$ cat src/rtl/can_crc_stuff_if.sv
// Control and bit-stream bundle between the frame transmitter and the CAN FD
// CRC-field serializer.
interface can_crc_stuff_if;
    localparam int unsigned SC_W  = 4;
    localparam int unsigned C17_W = 17;
    localparam int unsigned C21_W = 21;
    localparam int unsigned CNT_W = 9;

    logic             start;
    logic             abort;
    logic             fd_crc21;
    logic [SC_W-1:0]  stuff_cnt;
    logic [C17_W-1:0] crc_17_i;
    logic [C21_W-1:0] crc_21_i;
    logic             prev_bit;
    logic             tx_point;
    logic             tx_bit;
    logic             stuff_bit;
    logic             busy;
    logic             done;
    logic [CNT_W-1:0] bit_cnt;

    modport master (
        output start, abort, fd_crc21, stuff_cnt, crc_17_i, crc_21_i, prev_bit, tx_point,
        input  tx_bit, stuff_bit, busy, done, bit_cnt
    );

    modport slave (
        input  start, abort, fd_crc21, stuff_cnt, crc_17_i, crc_21_i, prev_bit, tx_point,
        output tx_bit, stuff_bit, busy, done, bit_cnt
    );
endinterface

$ cat src/rtl/can_crc_stuff.sv
// CAN FD CRC-field serializer: shifts out {stuff_cnt, crc} MSB first with a
// fixed stuff bit before the first bit and after every four payload bits.
module can_crc_stuff (
    input  logic            clk,
    input  logic            rst_n,
    can_crc_stuff_if.slave  ctl
);
    localparam int unsigned SR_W  = 25;
    localparam int unsigned CNT_W = 9;
    localparam int unsigned GRP_W = 3;
    localparam logic [CNT_W-1:0] LAST17   = CNT_W'(26);
    localparam logic [CNT_W-1:0] LAST21   = CNT_W'(31);
    localparam logic [GRP_W-1:0] GRP_LAST = GRP_W'(4);

    typedef enum logic {
        S_IDLE = 1'b0,
        S_SEND = 1'b1
    } state_e;

    state_e            state_q, state_d;
    logic [SR_W-1:0]   sh_q, sh_d;
    logic              crc21_q, crc21_d;
    logic [GRP_W-1:0]  grp_q, grp_d;
    logic [CNT_W-1:0]  cnt_q, cnt_d;
    logic              tx_q, tx_d;
    logic              st_q, st_d;
    logic              done_q, done_d;
    logic              last_c;

    assign last_c = (cnt_q == (crc21_q ? LAST21 : LAST17));

    // State register
    always_ff @(posedge clk or negedge rst_n) begin
        if (!rst_n) state_q <= S_IDLE;
        else        state_q <= state_d;
    end

    // Next-state logic; abort overrides everything
    always_comb begin
        state_d = state_q;
        if (ctl.abort) begin
            state_d = S_IDLE;
        end else begin
            case (state_q)
                S_IDLE: if (ctl.start)                state_d = S_SEND;
                S_SEND: if (ctl.tx_point && last_c)   state_d = S_IDLE;
            endcase
        end
    end

    // Datapath / output next values
    always_comb begin
        sh_d    = sh_q;
        crc21_d = crc21_q;
        grp_d   = grp_q;
        cnt_d   = cnt_q;
        tx_d    = tx_q;
        st_d    = st_q;
        done_d  = 1'b0;
        if (ctl.abort) begin
            grp_d = '0;
            cnt_d = '0;
            tx_d  = 1'b1;
            st_d  = 1'b0;
        end else begin
            case (state_q)
                S_IDLE: begin
                    if (ctl.start) begin
                        // CRC-17 payload is left-aligned; trailing zeros are never sent
                        sh_d    = ctl.fd_crc21 ? {ctl.stuff_cnt, ctl.crc_21_i}
                                               : {ctl.stuff_cnt, ctl.crc_17_i, 4'b0000};
                        crc21_d = ctl.fd_crc21;
                        grp_d   = '0;
                        cnt_d   = '0;
                        tx_d    = ~ctl.prev_bit;
                        st_d    = 1'b1;
                    end
                end
                S_SEND: begin
                    if (ctl.tx_point) begin
                        if (last_c) begin
                            grp_d  = '0;
                            cnt_d  = '0;
                            tx_d   = 1'b1;
                            st_d   = 1'b0;
                            done_d = 1'b1;
                        end else begin
                            cnt_d = cnt_q + CNT_W'(1);
                            grp_d = (grp_q == GRP_LAST) ? '0 : grp_q + GRP_W'(1);
                            if (grp_q == GRP_LAST) begin
                                tx_d = ~tx_q;
                                st_d = 1'b1;
                            end else begin
                                tx_d = sh_q[SR_W-1];
                                sh_d = {sh_q[SR_W-2:0], 1'b0};
                                st_d = 1'b0;
                            end
                        end
                    end
                end
            endcase
        end
    end

    // Datapath registers
    always_ff @(posedge clk or negedge rst_n) begin
        if (!rst_n) begin
            sh_q    <= '0;
            crc21_q <= 1'b0;
            grp_q   <= '0;
            cnt_q   <= '0;
            tx_q    <= 1'b1;
            st_q    <= 1'b0;
            done_q  <= 1'b0;
        end else begin
            sh_q    <= sh_d;
            crc21_q <= crc21_d;
            grp_q   <= grp_d;
            cnt_q   <= cnt_d;
            tx_q    <= tx_d;
            st_q    <= st_d;
            done_q  <= done_d;
        end
    end

    assign ctl.tx_bit    = tx_q;
    assign ctl.stuff_bit = st_q;
    assign ctl.busy      = (state_q == S_SEND);
    assign ctl.done      = done_q;
    assign ctl.bit_cnt   = cnt_q;
endmodule

$ cat src/flat_wrapper.sv
// flat-port wrapper written by rule: the top's interface ports become plain ports
module can_crc_stuff_flat 
  (clk, rst_n, ctl_start, ctl_abort, ctl_fd_crc21, ctl_stuff_cnt, ctl_crc_17_i, ctl_crc_21_i, ctl_prev_bit, ctl_tx_point, ctl_tx_bit, ctl_stuff_bit, ctl_busy, ctl_done, ctl_bit_cnt);
  can_crc_stuff_if ctl_i ();
  input  logic clk;
  input  logic rst_n;
  input wire logic [$bits(ctl_i.start)-1:0] ctl_start;
  input wire logic [$bits(ctl_i.abort)-1:0] ctl_abort;
  input wire logic [$bits(ctl_i.fd_crc21)-1:0] ctl_fd_crc21;
  input wire logic [$bits(ctl_i.stuff_cnt)-1:0] ctl_stuff_cnt;
  input wire logic [$bits(ctl_i.crc_17_i)-1:0] ctl_crc_17_i;
  input wire logic [$bits(ctl_i.crc_21_i)-1:0] ctl_crc_21_i;
  input wire logic [$bits(ctl_i.prev_bit)-1:0] ctl_prev_bit;
  input wire logic [$bits(ctl_i.tx_point)-1:0] ctl_tx_point;
  output wire logic [$bits(ctl_i.tx_bit)-1:0] ctl_tx_bit;
  output wire logic [$bits(ctl_i.stuff_bit)-1:0] ctl_stuff_bit;
  output wire logic [$bits(ctl_i.busy)-1:0] ctl_busy;
  output wire logic [$bits(ctl_i.done)-1:0] ctl_done;
  output wire logic [$bits(ctl_i.bit_cnt)-1:0] ctl_bit_cnt;
  assign ctl_i.start = ctl_start;
  assign ctl_i.abort = ctl_abort;
  assign ctl_i.fd_crc21 = ctl_fd_crc21;
  assign ctl_i.stuff_cnt = ctl_stuff_cnt;
  assign ctl_i.crc_17_i = ctl_crc_17_i;
  assign ctl_i.crc_21_i = ctl_crc_21_i;
  assign ctl_i.prev_bit = ctl_prev_bit;
  assign ctl_i.tx_point = ctl_tx_point;
  assign ctl_tx_bit = ctl_i.tx_bit;
  assign ctl_stuff_bit = ctl_i.stuff_bit;
  assign ctl_busy = ctl_i.busy;
  assign ctl_done = ctl_i.done;
  assign ctl_bit_cnt = ctl_i.bit_cnt;
  can_crc_stuff u_core (.clk(clk), .rst_n(rst_n), .ctl(ctl_i));
endmodule
$ cat config.mk
export PLATFORM = sky130hd
export DESIGN_NAME = can_crc_stuff_flat
export DESIGN_NICKNAME = d
export VERILOG_FILES = /design/src/rtl/can_crc_stuff_if.sv /design/src/rtl/can_crc_stuff.sv /design/src/flat_wrapper.sv
export SDC_FILE = /design/constraint.sdc
export NUM_CORES = 1
export LEC_CHECK = 0
export ABC_AREA = 1
export CAP_MARGIN = 5
export CORE_MARGIN = 3
export CORE_UTILIZATION = 40
export DETAILED_ROUTE_END_ITERATION = 12
export PLACE_DENSITY = 0.67
export SLEW_MARGIN = 40
export SYNTH_ARGS = -nofsm -noshare
export SYNTH_HDL_FRONTEND = slang
export SYNTH_SLANG_ARGS = --single-unit
$ cat constraint.sdc
create_clock -name clk -period 1.8 [get_ports clk]
set_input_delay 0.36 -clock clk [delete_from_list [all_inputs] [get_ports clk]]
set_output_delay 0.36 -clock clk [all_outputs]
set_load 0.02 [all_outputs]
======== Word-level counts from Yosys, hierarchy flattened ========
Cells that the tools add are included.
storage, ports and cells
  register bits ........................... 42
  word-level logic and storage cells ...... 64
  bits of input ports ..................... 49
cells by class
  eq/ne operators ......................... 8
  bitwise logic cells ..................... 4
  add/sub/neg operators ................... 2
  multiplexer cells ....................... 38
  reduce and logical (&&, ||, !) cells .... 4
operator list
  operator                                                        count
  25-bit 2-to-1 mux                                               4
  25-bit one-hot mux with 2 select lines                          1
  9-bit 2-to-1 mux                                                4
  21-bit 2-to-1 mux                                               1
  3-bit 2-to-1 mux                                                6
  9-bit one-hot mux with 2 select lines                           1
  1-bit 2-to-1 mux                                                17
  9-bit by 1-bit adder with 9-bit output (second input constant)  1
  9-bit == test                                                   1
  2-bit != test (second input constant)                           4
  3-bit != test (second input constant)                           2
  1-bit one-hot mux with 2 select lines                           3
  3-bit one-hot mux with 2 select lines                           1
  5-bit AND reduction                                             1
  1-bit NOT                                                       4
  3-bit by 1-bit adder with 3-bit output (second input constant)  1
  3-bit == test (second input constant)                           1
  3-bit AND reduction                                             1
  2-bit AND reduction                                             1
  1-bit logical AND                                               1

======== Longest topological paths before layout ========
  word-level depth ........................ 6
  depth in mapped cells ................... 10

======== Worst setup path after synthesis ========
No wires, ideal clock.
  path kind ............................... register -> register
  start point ............................. register u_core.state_q, in the netlist u_core.ctl.busy
  end point ............................... register u_core.sh_q[13]
  setup slack ............................. 0.369 ns
  cell stages (with the launch flop) ...... 9
  data arrival time ....................... 1.315 ns
  setup time .............................. 0.117 ns
  cell sequence ........................... dfrtp_1 inv_2 nor2_8 nand2_2 nor2_2 nand2_2 buf_4 nand3_1 nand2_1
on the way
  word-level cells in the longest chain between the ends .. 3
RTL lines
  what                                  line                  RTL
  start, declared                       can_crc_stuff.sv:20   state_e state_q, state_d;
  start signal, assigned                can_crc_stuff.sv:35   else state_q <= state_d;
  1-bit NOT (no source line)            -
  2-bit != test (no source line)        -
  5-bit AND reduction (no source line)  -
  end signal, assigned                  can_crc_stuff.sv:108  sh_q <= '0;
  end signal, assigned                  can_crc_stuff.sv:116  sh_q <= sh_d;
  end, declared                         can_crc_stuff.sv:21   logic [SR_W-1:0] sh_q, sh_d;
Parallel ways exist; a longest one is shown, timed or not.
A chain may end at the register's enable or synchronous reset.

======== Final worst setup path ========
  start point ............................. register u_core.cnt_q[7], in the netlist u_core.ctl.bit_cnt[7]
  end point ............................... output ctl_bit_cnt[7]
RTL lines
  what                    line                  RTL
  start, declared         can_crc_stuff.sv:24   logic [CNT_W-1:0] cnt_q, cnt_d;
  start signal, assigned  can_crc_stuff.sv:119  cnt_q <= cnt_d;
  end, declared           flat_wrapper.sv:19    output wire logic [$bits(ctl_i.bit_cnt)-1:0] ctl_bit_cnt;
No word-level cell between the ends.

==> run metrics <==
Max Clock Freq between 500 and 600 MHz; Worst setup EP type output pin; synthesized area approximately 2400 um2; WL/cell approximately 12 um; post-synthesis adder-cell area fraction 0.0154; CTS tree yes; HPWL after DPL roughly 4500 um; Crit Path Max Fanout 6; GR peak layer met2; FF-to-FF Start u_core.ctl.bit_cnt[6]$_DFFE_PN0P_; status complete, no violations; Setup WS post-layout just over 0.06 ns; post-synth net total 401; diode count 0; GRT Total Usage 0.180; root buffer cell clkbuf_8; final WL slightly below 6000 um; Synth Instances 349; Final setup viols 0; Synth Area in XOR/XNOR 0.00359; post-synth top area cell dfrtp_1; routability cong. between 0.9 and 1; DR pass1 iterations 4; worst path required time between 1 and 1.5 ns; first-pass GRT wire length about 11,000 um; fraction of layout cells with a size suffix above 1 0.0857; CTS buffer count 5; Post-synth top flop dfrtp_1; PwrDens 789 nW/um2; worst vdd ir ~390 uV; synthesized flop and latch total 42; GRT met2 Usage 0.277; largest family of logic cells by synthesized area simple AND/OR/NAND/NOR gates; via count between 2,000 and 2,500; leakage power total between 0.0015 and 0.002 uW; largest net degree at the start of global routing 42; die area approximately 7100 um2; Clock Skew a little over 0.007 ns; cell row count 27; H-tree depth 2; initial DRC count between 100 and 150; initial core utilization 0.427; post-route ant nets 0; RSZ-0062 raised after global routing no; vias in the first global route between 2,000 and 2,500; hold crit path type in2async; worst path cell trace clkdlybuf4s50_1; post-cts hold buffer count 0; Final Max Tran Viols 0; vias per cell 4.84; capturing point of the worst reg2reg path u_core.ctl.bit_cnt[8]$_DFFE_PN0P_; Top delay family on crit path buffers and inverters; grt ovf 0; Cell variety after synth 26; Fin Setup TNS 0 ns; DRC 0; Worst-path clk slew roughly 0.070 ns; top cell type's share of synthesized area 0.421; Synth Area in Simple Gates 0.403; Post-synth top cells nand2_1 (149), dfrtp_1 (41), nand3_1 (37), nor2_1 (34), a31oi_1 (18); CP startpoint kind register; slowest CP cell clkdlybuf4s50_1; Data arrival, critical path around 1.4 ns; worst skew pair latency ~0.29 ns; setup repair bufs after CTS 0; clk sinks 42; Post-synth EDFFs 0; final net count ~470; grt met1 use 0.250; Compound-Gate Fraction of Synth Area 0.0785; slack of the worst reg-to-reg path around 0.27 ns; Synth area leaders dfrtp_1 (42%), nand2_1 (23%), nand3_1 (7.6%); cells on worst reg2reg path 6; Die Wd ~84 um; io pins slightly above 60; area grow syn2layout 35.2%; register area share after synthesis 0.431; CP Buf/Inv Count 1; Std-Cell Core Area 5710 um2; Chip Height ~84 um; Syn Area/Cell approximately 7.0 um2; multiplexer share of the synthesized area 0; Tmin final approximately 1.7 ns; post-route clock period utilization 0.966; Bufs on Longest Clock Path 2; DP Worst Slack 0.0000179 ns; I/O Buffers a little over 60; worst slew pin tran 0.494 ns; antenna violations before repair 0; asr flop ratio synth 1.00; Critical Path Max Stage Delay ~0.64 ns; Max Cap Violations 0; most frequent cell after synthesis nand2_1; met3 usage 0.0405; Final Hold Vio Count 0; critical path type reg2out; Ys Warns 0; slew margin rel. 0.671
## where the power goes
| part | switching (uW) | internal (uW) |
|---|---|---|
| clock network | 309 | 415 |
| registers | 110 | 1110 |
| logic | 340 | 314 |
| total | 760 | 1840 |
## through the flow
step / power [uW] / std cells / utilization / hold WS (ns) / cell area, um2
3_5_place_dp: 1900 / 484 / 0.559 / 0.348 / 3190
2_1_floorplan: 1620 / 349 / - / 0.0644 / 2440
5_1_grt: 2790 / 492 / 0.578 / 0.0472 / 3300
3_3_place_gp: 1890 / 484 / 0.559 / 0.344 / 3190
6_report: 2600 / 492 / 0.578 / 0.0280 / 3300
4_1_cts: 2630 / 492 / 0.577 / 0.0334 / 3300
## repair_timing
action | 4_1_cts | 5_1_grt
pin swaps | 0 | 0
setup endpoints to repair | 1 | 1
resized for setup | 1 | 1
## routing by layer
metal | up-vias | wire length [um]
li1 | 1259 | -
met1 | 1033 | 2800
met2 | 79 | 2680
met3 | 9 | 386
met4 | 0 | 91
met5 | - | 0
## registers in the layout, indices dropped and copies added (netlist names)
| register | cells |
|---|---|
| u_core.sh_q | 25 |
| u_core.ctl.bit_cnt | 9 |
| u_core.grp_q | 3 |
| u_core.crc21_q | 1 |
| u_core.ctl.busy | 1 |
| u_core.ctl.done | 1 |
| u_core.ctl.stuff_bit | 1 |
| u_core.ctl.tx_bit | 1 |
## how the worst max path moves through the flow
stage,startpoint,to,slack (ns),cells after the start
5_1_grt,u_core.ctl.bit_cnt[1]$_DFFE_PN0P_,ctl_bit_cnt[1],0.02,1
6_report,u_core.ctl.bit_cnt[7]$_DFFE_PN0P_,ctl_bit_cnt[7],0.06,1
3_3_place_gp,ctl_abort,u_core.ctl.bit_cnt[8]$_DFFE_PN0P_,0.01,6
4_1_cts,u_core.ctl.bit_cnt[3]$_DFFE_PN0P_,ctl_bit_cnt[3],0.01,1
2_1_floorplan,u_core.ctl.busy$_DFF_PN0_,u_core.sh_q[13]$_DFFE_PN0P_,0.37,8
3_5_place_dp,ctl_abort,u_core.ctl.bit_cnt[8]$_DFFE_PN0P_,0.00002,6
## cells in the final DEF, fill, tap and decap left out
cell,Yosys,final
nand2_1,149,149
clkinv_1,1,1
dlygate4sd2_1,0,1
clkbuf_8,0,5
a31oi_1,18,18
dfrtp_1,41,41
buf_4,4,17
nor2_8,1,1
nor3_1,3,3
ha_1,3,3
nand3_1,37,37
xor2_1,1,1
inv_1,17,17
nand4_1,3,3
a21oi_1,3,3
and2_1,1,1
inv_2,2,2
clkdlybuf4s50_1,0,58
nand3_2,2,2
clkbuf_1,8,2
o21ai_0,11,11
nor2_2,1,1
dfstp_2,1,1
nand2_2,2,2
nor2_1,34,34
bufinv_16,0,1
nand2_4,1,1
dlymetal6s2s_1,0,1
buf_12,0,1
buf_2,2,1
a21oi_2,1,1
## cell type report
class	instances	area [um2]
repair buffers	79	754
multi-input cells	271	1220
inverters	20	75.1
clock inverters	1	30.0
fillers	540	2410
well taps	72	90.1
clock buffers	7	76.3
flip-flops and latches	42	1050
## cell families after synthesis
| logic type | after synthesis |
|---|---|
| compound gates | 33 |
| xor+xnor | 1 |
| fa+ha+maj | 3 |
| flops | 42 |
| buf+inv | 36 |
| simple gates | 234 |
Note: power is estimated with default switching activity, not from simulation.
==> RTL edit: new RTL, same flow settings <==
`sh_q` no longer has a reset.
--- a/src/rtl/can_crc_stuff.sv
+++ b/src/rtl/can_crc_stuff.sv
@@ -106,5 +106,4 @@
     always_ff @(posedge clk or negedge rst_n) begin
         if (!rst_n) begin
-            sh_q    <= '0;
             crc21_q <= 1'b0;
             grp_q   <= '0;
@@ -114,5 +113,4 @@
             done_q  <= 1'b0;
         end else begin
-            sh_q    <= sh_d;
             crc21_q <= crc21_d;
             grp_q   <= grp_d;
@@ -124,4 +122,8 @@
     end
 
+    always_ff @(posedge clk) begin
+        sh_q <= sh_d;
+    end
+
     assign ctl.tx_bit    = tx_q;
     assign ctl.stuff_bit = st_q;
Formal check against the unedited RTL: same outputs for any inputs over 10 cycles, from zero or initial values and one cycle with rst_n low; that may be too few to reach the edited logic, so the function may still have changed.
==> RTL edit against the unedited design <==
- routed wire length decreased by 14%
- largest cell class is now sequential cells
- sequential cell count unchanged
- hold slack gained 0.36 ns
- final area decreased by 6.7%
- critical path type unchanged
- clock skew shrank 0.0014 ns
- worst setup slack got worse by 0.016 ns
- die area down 8.6%
- area after synthesis decreased by 9.2%
- power decreased by 19%
- largest power group unchanged
==> RTL edit: results (changes against the unedited design) <==
outcome: "completed"  # unchanged
dp_slack_ns: -0.0338  # was 0.0000179 ns
slowest_stage: "clkdlybuf4s50_1"  # unchanged
layout-drive-gt1-share: 0.125  # was 0.0857
fin_nets: 388  # was 471
yosysSeqAreaShare: 0.532  # was 0.431
async_flop_share: 0.405  # was 1.00
synth_nets: 316  # was 401
gp_congestion: 0.794  # was 0.905
num_vias: 1986  # was 2,380
max-slew-margin-rel: 0.796  # was 0.671
synthTopCellsByCount: "nand2_1 (78), a21oi_1 (43), nor2_1 (29)"  # was nand2_1 (149), dfrtp_1 (41), nand3_1 (37)
synthDistinctLibCells: 27  # was 26
synth_top_area_frac: 0.339  # was 0.421
antenna_found_initial: 0  # unchanged
leakagePower_nw: 1.27  # was 1.62 nW
grtUsageTotal: 0.167  # was 0.180
nFillCells: 492  # was 540
dp_hpwl_um: 3840  # was 4510 µm
tritoncts.num_buffers: 5  # unchanged
synth-edff-count: 25  # was 0
switching_power_mw: 0.519  # was 0.760 mW
grt_first_pass_wirelength_um: 8290  # was 10,600 µm
grt_max_degree: 19  # was 42
ys.flop_type: "edfxtp_1"  # was dfrtp_1
grt_pass1_vias: 1843  # was 2,354
r2r_start: "u_core.grp_q[0]$_DFFE_PN0P_"  # was u_core.ctl.bit_cnt[6]$_DFFE_PN0P_
peakVddDrop_uv: 387  # was 389 µV
fin_worst_skew_ns: 0.00583  # was 0.00723 ns
drt_iter0_drc: 75  # was 124
## RTL edit: cell count changes after synthesis, moves of 3 or more
cell and delta:
a21oi_1 +40, a31oi_1 -18, buf_4 -3, clkbuf_1 -4, dfrtp_1 -25, edfxtp_1 +25, inv_1 -4, nand2_1 -71
nand3_1 -23, nor2_1 -5, nor2_2 +4, nor3_1 -3, o21ai_0 -9, o21ai_1 +8
## RTL edit: final cells by class
class / instances / share of cell area
flip-flops and latches: 42 / 0.383
multi-input cells: 194 / 0.298
repair buffers: 75 / 0.237
well taps: 70 / 0.0285
clock buffers: 7 / 0.0280
inverters: 18 / 0.0240
clock inverters: 1 / 0.00163
## RTL edit: what timing repair did
item / 4_1_cts / 5_1_grt
pin swaps: 0 / 0
setup buffers: 0 / 0
gates resized for setup: 2 / 2
endpoints found under the setup margin: 2 / 26
## RTL edit: worst paths after layout
path / slack (ns) / cells past startpoint / endpoint
max: 0.05 / 1 / ctl_bit_cnt[2]
min: 0.39 / 2 / u_core.ctl.bit_cnt[1]$_DFFE_PN0P_
max reg2reg: 0.07 / 8 / u_core.sh_q[8]$_DFFE_PP_
min reg2reg: 0.52 / 2 / u_core.ctl.stuff_bit$_DFFE_PN0P_
max in group asynchronous: 1.14 / 2 / u_core.ctl.tx_bit$_DFFE_PN1P_
min in group clk: 0.52 / 2 / u_core.ctl.stuff_bit$_DFFE_PN0P_
## RTL edit: power by group through the flow
stage               sequential, mW  clock (mW)  combinational (mW)
floorplan                     1.14           0               0.171
global placement              1.13           0               0.371
detailed placement            1.14           0               0.375
CTS                           1.12       0.635               0.375
global route                  1.12       0.679               0.410
finish                        1.12       0.622               0.370
## RTL edit: logic make-up after synthesis
family | synth area share
compound gates | 0.124
simple gates | 0.264
flops | 0.532
fa+ha+maj | 0.0170
xor+xnor | 0.00791
buf+inv | 0.0559
## RTL edit: per-stage QoR
stage	area [µm²]	utilization	setup TNS, ns	hold slack [ns]	std cells
final	3080	0.588	0	0.392	407
after global routing	3080	0.588	0	0.401	407
after CTS	3080	0.587	0	0.402	407
after detailed placement	2990	0.570	-0.772	0.502	399
after global placement	2990	0.570	-0.795	0.495	399
after floorplan	2220	-	0	0.0644	264
## RTL edit: routing by layer
metal  vias up  part of all wire  track usage
met2        52              0.47        0.260
met3         6             0.047       0.0471
met4         0             0.012       0.0524
met1       913              0.47        0.225
met5         -                 0            0
li1       1015                 -            -
